`config.mk`:
```
export PLATFORM = sky130hd
export DESIGN_NAME = decode_stage
export DESIGN_NICKNAME = d
export VERILOG_FILES = /design/src/rtl/decode_stage_pkg.sv /design/src/rtl/decode_stage_comb.sv /design/src/rtl/decode_stage.sv
export SDC_FILE = /design/constraint.sdc
export NUM_CORES = 1
export LEC_CHECK = 0
export ABC_AREA = 1
export BUFFER_PORTS_ARGS = -buffer_cell sky130_fd_sc_hd__buf_4
export CORE_MARGIN = 10
export CORE_UTILIZATION = 60
export CTS_CLUSTER_DIAMETER = 120
export DETAILED_ROUTE_END_ITERATION = 10
export PLACE_DENSITY = 0.85
export RECOVER_POWER = 50
export SETUP_SLACK_MARGIN = 0.4
export SYNTH_ARGS = -nofsm -noshare
export SYNTH_HDL_FRONTEND = slang
export SYNTH_SLANG_ARGS = --single-unit
```
`constraint.sdc`:
```
create_clock -name CLK -period 4 [get_ports CLK]
set_input_delay 0.2 -clock CLK [delete_from_list [all_inputs] [get_ports CLK]]
set_output_delay 0.2 -clock CLK [all_outputs]
set_load 0.005 [all_outputs]
```
`src/rtl/decode_stage_pkg.sv`:
```
// decode_stage_pkg: opcodes, funct7 values and the decoded-instruction records
// control_info carries one flag per recognised op plus rd, immediate and pc;
// decoded_entry adds the source indices and the illegal marker.
package decode_stage_pkg;
  localparam logic [6:0] OP_LUI    = 7'b0110111;
  localparam logic [6:0] OP_AUIPC  = 7'b0010111;
  localparam logic [6:0] OP_JAL    = 7'b1101111;
  localparam logic [6:0] OP_JALR   = 7'b1100111;
  localparam logic [6:0] OP_BRANCH = 7'b1100011;
  localparam logic [6:0] OP_LOAD   = 7'b0000011;
  localparam logic [6:0] OP_STORE  = 7'b0100011;
  localparam logic [6:0] OP_IMM    = 7'b0010011;
  localparam logic [6:0] OP_REG    = 7'b0110011;
  localparam logic [6:0] F7_BASE   = 7'b0000000;
  localparam logic [6:0] F7_ALT    = 7'b0100000;
  localparam logic [6:0] F7_MULDIV = 7'b0000001;
  typedef struct packed {
    logic lui, auipc, jal, jalr;
    logic beq, bne, blt, bge, bltu, bgeu;
    logic lb, lh, lw, lbu, lhu;
    logic sb, sh, sw;
    logic addi, slti, sltiu, xori, ori, andi, slli, srli, srai;
    logic add, sub, sll, slt, sltu, op_xor, srl, sra, op_or, op_and;
    logic mul, mulh, mulhsu, mulhu, div, divu, rem, remu;
    logic [4:0]  rd;
    logic [31:0] immediate;
    logic [31:0] pc;
  } control_info;
  typedef struct packed {
    control_info ctr;
    logic [4:0]  rs1;
    logic [4:0]  rs2;
    logic        illegal;
  } decoded_entry;
endpackage

```
`src/rtl/decode_stage_comb.sv`:
```
// decode_comb: combinational RV32I/M instruction + pc to decoded_entry
// Ports: instr/pc in, dec out. ENABLE_M=0 makes RV32M encodings illegal.
module decode_comb import decode_stage_pkg::*; #(
  parameter int ENABLE_M = 1
) (
  input  logic [31:0]  instr,
  input  logic [31:0]  pc,
  output decoded_entry dec
);
  logic [6:0] op, f7;
  logic [2:0] f3;
  logic r_t, i_t, s_t, b_t, u_t, j_t, opi, rb, ra, m_ok, ill;
  logic [31:0] imm;
  control_info c;
  always_comb begin
    op = instr[6:0];
    r_t = op == OP_REG;
    i_t = op == OP_JALR || op == OP_LOAD || op == OP_IMM;
    s_t = op == OP_STORE;
    b_t = op == OP_BRANCH;
    u_t = op == OP_LUI || op == OP_AUIPC;
    j_t = op == OP_JAL;
    opi = op == OP_IMM;
    f3 = (r_t | i_t | s_t | b_t) ? instr[14:12] : 3'd0;
    f7 = r_t ? instr[31:25] : 7'd0;
    imm = i_t ? {{20{instr[31]}}, instr[31:20]}
        : s_t ? {{20{instr[31]}}, instr[31:25], instr[11:7]}
        : b_t ? {{20{instr[31]}}, instr[7], instr[30:25], instr[11:8], 1'b0}
        : u_t ? {instr[31:12], 12'b0}
        : j_t ? {{12{instr[31]}}, instr[19:12], instr[20], instr[30:21], 1'b0}
        : 32'd0;
    rb = r_t && f7 == F7_BASE;
    ra = r_t && f7 == F7_ALT;
    m_ok = (ENABLE_M != 0) && r_t && f7 == F7_MULDIV;
    c = '0;
    c.lui = op == OP_LUI;
    c.auipc = op == OP_AUIPC;
    c.jal = j_t;
    c.jalr = op == OP_JALR && f3 == 3'd0;
    c.beq = b_t && f3 == 3'd0;
    c.bne = b_t && f3 == 3'd1;
    c.blt = b_t && f3 == 3'd4;
    c.bge = b_t && f3 == 3'd5;
    c.bltu = b_t && f3 == 3'd6;
    c.bgeu = b_t && f3 == 3'd7;
    c.lb = op == OP_LOAD && f3 == 3'd0;
    c.lh = op == OP_LOAD && f3 == 3'd1;
    c.lw = op == OP_LOAD && f3 == 3'd2;
    c.lbu = op == OP_LOAD && f3 == 3'd4;
    c.lhu = op == OP_LOAD && f3 == 3'd5;
    c.sb = s_t && f3 == 3'd0;
    c.sh = s_t && f3 == 3'd1;
    c.sw = s_t && f3 == 3'd2;
    c.addi = opi && f3 == 3'd0;
    c.slti = opi && f3 == 3'd2;
    c.sltiu = opi && f3 == 3'd3;
    c.xori = opi && f3 == 3'd4;
    c.ori = opi && f3 == 3'd6;
    c.andi = opi && f3 == 3'd7;
    // f7 is masked for I-type, so shift-immediates look at the raw upper bits
    c.slli = opi && f3 == 3'd1 && instr[31:25] == F7_BASE;
    c.srli = opi && f3 == 3'd5 && instr[31:25] == F7_BASE;
    c.srai = opi && f3 == 3'd5 && instr[31:25] == F7_ALT;
    c.add = rb && f3 == 3'd0;
    c.sub = ra && f3 == 3'd0;
    c.sll = rb && f3 == 3'd1;
    c.slt = rb && f3 == 3'd2;
    c.sltu = rb && f3 == 3'd3;
    c.op_xor = rb && f3 == 3'd4;
    c.srl = rb && f3 == 3'd5;
    c.sra = ra && f3 == 3'd5;
    c.op_or = rb && f3 == 3'd6;
    c.op_and = rb && f3 == 3'd7;
    c.mul = m_ok && f3 == 3'd0;
    c.mulh = m_ok && f3 == 3'd1;
    c.mulhsu = m_ok && f3 == 3'd2;
    c.mulhu = m_ok && f3 == 3'd3;
    c.div = m_ok && f3 == 3'd4;
    c.divu = m_ok && f3 == 3'd5;
    c.rem = m_ok && f3 == 3'd6;
    c.remu = m_ok && f3 == 3'd7;
    // only flags are set so far, so any set bit means a recognised op
    ill = ~|c;
    c.rd = (!ill && (r_t | i_t | u_t | j_t)) ? instr[11:7] : 5'd0;
    c.immediate = imm;
    c.pc = pc;
    dec.ctr = c;
    dec.rs1 = (r_t | i_t | s_t | b_t) ? instr[19:15] : 5'd0;
    dec.rs2 = (r_t | s_t | b_t) ? instr[24:20] : 5'd0;
    dec.illegal = ill;
  end
endmodule

```
`src/rtl/decode_stage.sv`:
```
// decode_stage: valid/ready decode stage with optional skid entry, flush and saturating counter
// Ports: CLK/RST, fetch side IN_VALID/IN_READY/IN_INSTR/IN_PC, FLUSH,
// downstream OUT_VALID/OUT_READY/OUT_CTR/OUT_RS1/OUT_RS2/OUT_ILLEGAL, DEC_COUNT.
module decode_stage import decode_stage_pkg::*; #(
  parameter int ENABLE_M = 1,
  parameter int SKID     = 1,
  parameter int CNT_W    = 16
) (
  input  logic              CLK,
  input  logic              RST,
  input  logic              IN_VALID,
  output logic              IN_READY,
  input  logic [31:0]       IN_INSTR,
  input  logic [31:0]       IN_PC,
  input  logic              FLUSH,
  output logic              OUT_VALID,
  input  logic              OUT_READY,
  output control_info       OUT_CTR,
  output logic [4:0]        OUT_RS1,
  output logic [4:0]        OUT_RS2,
  output logic              OUT_ILLEGAL,
  output logic [CNT_W-1:0]  DEC_COUNT
);
  decoded_entry dec, main_q, main_d, skid_q, skid_d;
  logic main_valid_q, main_valid_d, skid_valid_q, skid_valid_d;
  logic main_free, acc, to_skid;
  logic [CNT_W-1:0] cnt_q, cnt_d;
  decode_comb #(.ENABLE_M(ENABLE_M)) u_dec (.instr(IN_INSTR), .pc(IN_PC), .dec(dec));
  always_comb begin
    main_free = !main_valid_q | OUT_READY;
    IN_READY = !RST & ((SKID != 0) ? !skid_valid_q : main_free);
    acc = IN_VALID & IN_READY;
    // new entry lands in skid when main stays occupied (or is refilled from skid)
    to_skid = (SKID != 0) & acc & (skid_valid_q | !main_free);
    main_valid_d = !FLUSH & (!main_free | skid_valid_q | acc);
    skid_valid_d = !FLUSH & (to_skid | (skid_valid_q & !main_free));
    main_d = !main_free ? main_q : skid_valid_q ? skid_q : acc ? dec : main_q;
    skid_d = to_skid ? dec : skid_q;
    cnt_d = (main_valid_q & OUT_READY & !FLUSH & ~&cnt_q) ? cnt_q + CNT_W'(1) : cnt_q;
  end
  always_ff @(posedge CLK) begin
    if (RST) begin
      main_q <= '0;
      skid_q <= '0;
      main_valid_q <= 1'b0;
      skid_valid_q <= 1'b0;
      cnt_q <= '0;
    end else begin
      main_q <= main_d;
      skid_q <= skid_d;
      main_valid_q <= main_valid_d;
      skid_valid_q <= skid_valid_d;
      cnt_q <= cnt_d;
    end
  end
  assign OUT_VALID = main_valid_q;
  assign OUT_CTR = main_q.ctr;
  assign OUT_RS1 = main_q.rs1;
  assign OUT_RS2 = main_q.rs2;
  assign OUT_ILLEGAL = main_q.illegal;
  assign DEC_COUNT = cnt_q;
endmodule
```
# == Word-level counts from Yosys, hierarchy flattened ==
# Cells that the tools add are included.
# word_totals
output_inout_bits,143
inputBits,69
elab_cells,222
register_bits,268
# op_classes
mux,12
n_addsub,1
reduce_logical,65
n_eq_ne,19
bitwise,20
# op_table
operator,n
$mux W125,2
$mux W32,5
$logic_and A1 B1 Y1,48
$reduce_or A45 Y1,1
$eq A7 B6 Y1 const B,5
$eq A7 B7 Y1 const B,3
$add A16 B1 Y16 const B,1
$reduce_and A16 Y1,1
$mux W5,3
$eq A7 B5 Y1 const B,2
$logic_not A7 Y1,2
$eq A3 B3 Y1 const B,4
$or A1 B1 Y1,11
$and A1 B1 Y1,9
$eq A7 B1 Y1 const B,1
$eq A7 B2 Y1 const B,1
$logic_not A1 Y1,7
$mux W7,1
$eq A3 B2 Y1 const B,2
$eq A3 B1 Y1 const B,1
$logic_not A3 Y1,1
$logic_or A1 B1 Y1,3
$mux W3,1
$reduce_and A2 Y1,1
$reduce_bool A2 Y1,1

# == Longest topological paths before layout ==
# Gate-level depths: netlist (run 1).
# logic_depth
word_depth,15
mapped_depth,17

# == Cells and area by module ==
# From an unflattened synthesis (run 1), not the netlist that was laid out.
# unflattened
cells_unflattened,1724
area_unflattened_um2,12306.8
# modules_own_cells
module,area_each_um2,cells_each,seq_area_each_um2,instances
decode_stage,10714.0,1399,5365.1,1
decode_comb,1592.8,325,0.0,1

# == Worst setup path before layout (run 1) ==
# No wires, ideal clock.
# synth_timing
kind,register -> register
startpoint,"register cnt_q[0], in the netlist DEC_COUNT[0]"
endpoint,"register cnt_q[13], in the netlist DEC_COUNT[13]"
path_slack_ns,2.069
stages_incl_launch_ff,13
n_path_buf,0
setup_time_ns,0.115
required_time_ns,3.885
arrival_time_ns,1.816
period_less_slack_ns,1.931
cell_sequence,dfxtp_1 > ha_1 > nand4_1 > nor2_1 > nand2_1 > a21boi_2 > nor3_2 > nand2_1 > nor3b_2 > nand3_1 > nor2_1 > nor2_1 > o21a_1
# synth_between
elab_chain_len,3
elab_cells_between_ends,4
# synth_lines
element,line_no,text
"start, declared",decode_stage.sv:27,"logic [CNT_W-1:0] cnt_q, cnt_d;"
"start signal, assigned",decode_stage.sv:53,cnt_q <= cnt_d;
branches (longest 3 deep; another with $add A16 B1 Y16),--,
# Several ways; the timed one is not identified.
# A chain may end at the register's enable or synchronous reset.

# == Worst setup path after layout (run 1) ==
# layout_timing
startpoint,register skid_valid_q
endpoint,register main_q (netlist bit OUT_CTR[12])
# layout_between
elab_chain_len,5
elab_cells_between_ends,6
# layout_lines
element,line_no,text
"start, declared",decode_stage.sv:25,"logic main_valid_q, main_valid_d, skid_valid_q, skid_valid_d;"
"start signal, assigned",decode_stage.sv:52,skid_valid_q <= skid_valid_d;
$logic_not A1 Y1,decode_stage.sv:31,IN_READY = !RST & ((SKID != 0) ? !skid_valid_q : main_free);
$and A1 B1 Y1,decode_stage.sv:31,
$and A1 B1 Y1,decode_stage.sv:32,acc = IN_VALID & IN_READY;
$reduce_bool A2 Y1 (no line),--,
$reduce_and A2 Y1 (no line),--,
"end signal, assigned",decode_stage.sv:49,main_q <= main_d;
"end, declared",decode_stage.sv:24,"decoded_entry dec, main_q, main_d, skid_q, skid_d;"
# Parallel ways exist; a longest one is shown, timed or not.

==> results.ini, run 1 <==
[hold_path]
hold_class = primary input to flip-flop
min_delay_path_depth = 3
hold_start = IN_INSTR[11]

[grt]
grt_pass1_vias = 10889
grtUsageTotal_pct = 27.4
antenna_found_initial = 0
grt_pass1_wl_um = 57100
grt_start_max_net_pins = 131
overflow = 0

[power]
p_leak_nw = 5.94
vdd_ir_drop_max_uv = 409
powerDensity_nw_per_um2 = 416

[synth]
synth_top_family_by_area = compound AO/OA/AOI/OAI gates
ys_types = 45
synth_top_area_share_pct = 46.7
syn_area_sq_um = 11500
yosysTopAreaCell = dfxtp_1
synth_compound_area_share_pct = 25.4
synth-simple-area-share_pct = 20.9
yosysWarnings = 0
synthMuxAreaShare_pct = 0
ys_seq_area_share_pct = 46.7
synthCells = 1592
yosys-top-cells-area = dfxtp_1 (47%), o21ai_0 (12%), a21oi_1 (10%), nor2_1 (8.1%), nand2_1 (6.6%)
avgSynthCellArea_sq_um = 7.22
synth-seq-cells = 268
syn-num-nets = 1662
synth_adder_area_share_pct = 0.109
synth_xor_area_share_pct = 0.0762

[setup_path]
regToRegStartpoint = skid_valid_q$_SDFF_PP0_
path_max_fanout = 96
startpoint_type = flip-flop
r2r_end = OUT_CTR[12]$_SDFFE_PP0P_
reg2reg_slack_ps = 710
arrival_ps = 3650
r2r.worst_path.cells = 5
slowest_delay_ps = 870
cp_slowest_cell = inv_2
endpoint = OUT_CTR[12]$_SDFFE_PP0P_
path_cells = buf_4 -> inv_2 -> clkbuf_2 -> nand2_1 -> a31oi_1
path_buf_inv = 3
crit_path_start = skid_valid_q$_SDFF_PP0_
crit_cells = 5
endpoint_kind = flip-flop
worstSetupPathType = flip-flop to flip-flop
cp.required_ps = 4360
cp_top_family = buffers and inverters

[place]
io_buffers = 211
hpwl_um = 22600
gp_congestion = 0.915
place_area_sq_um = 13100

[final_layout]
num_antenna_cells = 0
drive_gt1_share_pct = 14.9
layout.nets = 1834
fin_area_sq_um = 14100
nFillCells = 1451
syn2layout_area_growth_pct = 23.0

[die]
num_rows = 50
die_area_sq_um = 25100
ioPinCount = 212
fp.dieW_um = 158
die_y_um = 158
floorplan.initialDensity_pct = 61.3
coreArea_sq_um = 18800

[route]
drtAntennaViolNets = 0
drtPass1Iterations = 6
wl_per_cell_um = 18.2
vias_per_cell = 5.92
routed_wl_um = 36600
vias = 11936
dr.first_iter.drc_count = 1388
drc = 0

[timing]
hold_violations = 0
min_period_ps = 3290
rsz0062_at_grt = false
slew-limit-headroom_pct = -4.60
setup_viol = 0
fmax_mhz = 304
maxSlewViolCount = 89
fin_setup_tns_ps = 0
worst_pin_slew_ps = 1570
post-route-period-util_pct = 82.3
finClkSkew_ps = 10.5

[cts]
cts.clk_slew.worst_paths_ps = 60
numClockSinks = 268
postCtsResizedCells = 0
h-tree-depth = 1
cts_tree = done
cts_max_path_buffers = 3
clk_latency_ps = 540
root_buffer = clkbuf_16
cts_made_buffers = 28
post_cts_buffers = 0

[flow_run]
maxCapViolCount = 1

[status]
violations = capacitance limit, slew limit
status = finished, violations left

synth_stat cells (all sizes together):
library cell	count
a211oi	2
a21boi	1
a21oi	237
a221oi	1
a22oi	1
a31oi	33
and2	1
and3	1
buf	16
clkbuf	103
clkinv	3
dfxtp	268
ha	1
inv	83
nand2	214
nand3	39
nand4	20
nor2	263
nor3	16
nor3b	3
nor4	2
o211ai	1
o21a	2
o21ai	277
o21bai	1
o31ai	2
xor2	1
layout by cell type, fill, tap and decap left out, drive strengths merged:
master / synthesis / routed
o21ai: 277 / 277
dfxtp: 268 / 268
nor2: 263 / 263
a21oi: 237 / 237
nand2: 214 / 214
clkbuf: 103 / 184
inv: 83 / 83
buf: 16 / 81
nand3: 39 / 39
dlygate4sd3: 0 / 37
a31oi: 33 / 33
nand4: 20 / 20
nor3: 16 / 16
clkinv: 3 / 7
nor3b: 3 / 3
a211oi: 2 / 2
nor4: 2 / 2
o21a: 2 / 2
o31ai: 2 / 2
o211ai: 1 / 1
a21boi: 1 / 1
o21bai: 1 / 1
and3: 1 / 1
xor2: 1 / 1
and2: 1 / 1
a22oi: 1 / 1
a221oi: 1 / 1
ha: 1 / 1
clkinvlp: 0 / 1
bufinv: 0 / 1
tightest hold or removal path, cell delays in order:
cell and delay, ps:
buf_4 130, nand3_1 110, a21oi_1 70
cell families after synthesis:
kind of cell	after synthesis
adder cells (fa/ha/maj)	1
AND/OR/NAND/NOR	559
XOR/XNOR	1
buffers and inverters	205
flip-flops	268
AO/OA/AOI/OAI	558
metal layers:
layer,GRT usage [%],vias up,part of all wire [%]
met5,0,-,0
met4,9.04,0,3.0
met3,6.40,86,11
met2,44.6,664,46
met1,35.2,5500,40
li1,-,5686,-
worst min path at each step:
stage,to,slack (ps)
final,skid_q[79]$_SDFFE_PP0P_,20
after detailed placement,OUT_VALID$_SDFF_PP0_,390
after CTS,skid_q[79]$_SDFFE_PP0P_,3
after global routing,skid_q[79]$_SDFFE_PP0P_,30
after global placement,OUT_VALID$_SDFF_PP0_,390
after floorplan,OUT_VALID$_SDFF_PP0_,270
layout make-up:
class | count | area [sq um] | area share, %
timing repair buffer | 261 | 1880 | 13.3
clock buffer | 41 | 872 | 6.17
multi-input combinational | 1119 | 5350 | 37.8
inverter | 86 | 327 | 2.31
tap | 234 | 293 | 2.07
sequential | 268 | 5370 | 37.9
clock inverter | 6 | 57.6 | 0.407
through the flow:
step	hold slack [ps]	instances	setup WS (ps)	total power [mW]	util, %
after global placement	387	1931	1100	3.28	69.6
final	17.2	2015	710	5.89	75.3
after floorplan	273	1592	2070	3.06	-
after global routing	29.4	2015	510	6.04	75.3
after CTS	3.48	2015	1030	5.89	76.5
after detailed placement	390	1931	1010	3.29	69.6
power breakdown:
group          switching (mW)  internal [mW]
Combinational           0.276          0.193
Clock                    1.07           1.56
Sequential             0.0449           2.74
repair_timing:
action | in CTS | in global routing
hold buffers | 37 | 0
endpoints found under the hold margin | 69 | 0
setup endpoints to repair | 0 | 0
registers in the layout, indices dropped and copies added (netlist names):
signal,flops
OUT_VALID,1
OUT_CTR,114
skid_valid_q,1
OUT_RS2,5
OUT_RS1,5
OUT_ILLEGAL,1
skid_q,125
DEC_COUNT,16
(Power assumes the default switching activity.)
==> inputs of run 2 (changes only) <==
- ABC_AREA: 1 -> 0
- CORE_UTILIZATION: 60 -> 50
- PLACE_DENSITY: 0.85 -> 0.76
- clock period: 4 -> 2.78 ns (I/O delays scaled with it)
==> results.ini, run 2 <==
[cts]
cts.clk_slew.worst_paths_ps = 50
clk_latency_ps = 530
numClockSinks = 268
root_buffer = clkbuf_16
cts_max_path_buffers = 3
post_cts_buffers = 0
h-tree-depth = 1
cts_tree = done
cts_made_buffers = 29

[die]
die_y_um = 172
die_area_sq_um = 29600
floorplan.initialDensity_pct = 50.9
fp.dieW_um = 172
coreArea_sq_um = 22700
ioPinCount = 212
num_rows = 55

[route]
drtAntennaViolNets = 0
vias_per_cell = 5.76
dr.first_iter.drc_count = 1251
routed_wl_um = 34900
drtPass1Iterations = 5
drc = 0
vias = 11357
wl_per_cell_um = 17.7

[setup_path]
reg2reg_slack_ps = 410
r2r.worst_path.cells = 6
endpoint = OUT_ILLEGAL$_SDFFE_PP0P_
crit_path_start = IN_INSTR[30]
cp_common_cell = o211ai_1
path_max_fanout = 12
path_cells = dlygate4sd3_1 -> clkbuf_1 -> nor2_1 -> and4b_1 -> o211ai_1 -> o211ai_1 -> or4_4 -> or3_1 -> a211oi_2
endpoint_kind = flip-flop
regToRegStartpoint = OUT_VALID$_SDFF_PP0_
path_buf_inv = 2
cp_slowest_cell = or4_4
startpoint_type = primary input
slowest_delay_ps = 620
cp.required_ps = 3220
worstSetupPathType = primary input to flip-flop
cp_top_family = simple AND/OR/NAND/NOR gates
arrival_ps = 2890
r2r_end = skid_q[93]$_SDFFE_PP0P_
crit_cells = 9

[timing]
fin_setup_tns_ps = 0
min_period_ps = 2450
maxSlewViolCount = 0
hold_violations = 0
post-route-period-util_pct = 88.2
fmax_mhz = 408
setup_viol = 0
slew-limit-headroom_pct = 25.9
rsz0062_at_grt = true
worst_pin_slew_ps = 1110
finClkSkew_ps = 12.3
setup_slack_ps = 329

[synth]
synth_top_area_share_pct = 46.4
synth_commonest_cells = dfxtp_1 (268), nor2_1 (228), nand2_1 (226)
yosysWarnings = 0
synth_edf_count = 0
syn_area_sq_um = 11600
yosysMostFrequentCell = dfxtp_1
synthFlopType = dfxtp_1
async_flop_share_pct = 0
yosysTopAreaCell = dfxtp_1
yosys-top-cells-area = dfxtp_1 (46%), nor2_1 (7.4%), nand2_1 (7.3%), a21oi_1 (6.9%), a211oi_1 (4.7%)
synthCells = 1462
ys_seq_area_share_pct = 46.4
synth-seq-cells = 268
syn-num-nets = 1532
ys_types = 57
avgSynthCellArea_sq_um = 7.91

[grt]
overflow = 0
grtUsageTotal_pct = 22.8
grtUsageMet2_pct = 37.5
use_met1_pct = 30.0
grt_start_max_net_pins = 108
grt_pass1_wl_um = 56200
grt_pass1_vias = 10648
busiest_layer = met2
antenna_found_initial = 2
grt_use_met3_pct = 4.74

[power]
p_seq_share_pct = 47.9
p_int_mw = 6.37
clkPwrFrac_pct = 43.0
vdd_ir_drop_max_uv = 543
sw_frac_of_total_pct = 24.0
p_switching_mw = 2.01
p_comb_share_pct = 9.1
powerDensity_nw_per_um2 = 577
p_leak_nw = 5.12

[final_layout]
drive_gt1_share_pct = 14.1
final_cell_mix = dfxtp_1 (267), nor2_1 (228), nand2_1 (225)
syn2layout_area_growth_pct = 25.7
regMostFlops = skid_q
largest_register_ff_count = 125
layout.nets = 1735
mostFrequentLayoutCell = dfxtp_1
nFillCells = 2014

[place]
io_buffers = 211
gp_congestion = 0.877
hpwl_um = 22900
post-place-ws_ps = 268

[hold_path]
min_delay_path_depth = 4
hold_class = primary input to flip-flop

[flow_run]
maxCapViolCount = 0

[status]
status = finished clean

[run 2: changes by cell type after synthesis, moves of 14 or more]
cell / previous run / this run
nor2_1: 248 / 228
inv_1: 78 / 6
o311ai_0: 0 / 29
nand2_1: 203 / 226
a211o_1: 0 / 21
a21oi_1: 230 / 159
clkbuf_1: 103 / 117
a31oi_1: 33 / 0
a211oi_1: 2 / 73
nor3_1: 15 / 41
mux2i_1: 0 / 39
o211ai_1: 0 / 29
o21ai_0: 273 / 63
[run 2: routing by layer]
metal  part of all wire, %  wire length [um]  up-vias
li1                      -                 -     5563
met1                    43             15000     5351
met2                    47             16500      387
met3                   7.8              2730       56
met4                   1.9               672        0
met5                     0                 0        -
[run 2: cells by family after synthesis]
family | Yosys count | share of synthesized area [%]
adders and majority gates | 1 | 0.108
AOI/OAI and AO/OA | 398 | 21.9
and+or+nand+nor | 601 | 22.4
buffers and inverters | 141 | 4.78
DFF | 268 | 46.4
xor gates and xnor gates | 14 | 1.06
muxes | 39 | 3.38
[run 2: worst min-delay path by stage]
stage,slack (ps),start,to
4_1_cts,70,IN_INSTR[31],skid_q[74]$_SDFFE_PP0P_
3_5_place_dp,320,FLUSH,skid_valid_q$_SDFF_PP0_
2_1_floorplan,210,FLUSH,OUT_VALID$_SDFF_PP0_
3_3_place_gp,330,FLUSH,skid_valid_q$_SDFF_PP0_
6_report,80,IN_INSTR[31],skid_q[74]$_SDFFE_PP0P_
5_1_grt,100,IN_INSTR[31],skid_q[74]$_SDFFE_PP0P_
[run 2: area by class of cell]
type                            instances  area, sq um  area share (%)
Clock inverter                          6         36.3           0.250
Sequential cell                       268         5370            36.9
Timing Repair Buffer                  305         2200            15.1
Multi-Input combinational cell       1054         5690            39.2
Tap cell                              285          357            2.45
Antenna cell                            3         7.51          0.0517
Inverter                                7         26.3           0.181
Clock buffer                           43          848            5.84
[run 2: timing repair]
| item | 4_1_cts | 5_1_grt |
|---|---|---|
| hold buffers | 58 | 0 |
| resized for setup | 0 | 9 |
| endpoints found under the hold margin | 109 | 0 |
| endpoints found under the setup margin | 0 | 9 |
[run 2: metrics by stage]
stage                     power, mW  util [%]  hold slack (ps)  instances  area, sq um
after global placement         4.82      58.7              325       1860        13300
final                          8.38      64.0             81.9       1971        14500
after global routing           8.69      64.0              100       1970        14500
after floorplan                4.45         -              212       1462        11600
after CTS                      8.49      65.1             65.8       1967        14800
after detailed placement       4.83      58.7              322       1860        13300
[run 2: tightest hold or removal path: cells and delay by family]
family	cells	cell delay [ps]
buf+inv	1	130
simple gates	1	80
compound gates	2	200
[run 2: power groups by stage]
stage	Clock, mW	Sequential, mW	Combinational (mW)
CTS	3.66	4.02	0.806
global route	3.82	4.02	0.845
floorplan	0	4.10	0.350
detailed placement	0	4.10	0.736
global placement	0	4.10	0.728
finish	3.60	4.01	0.765
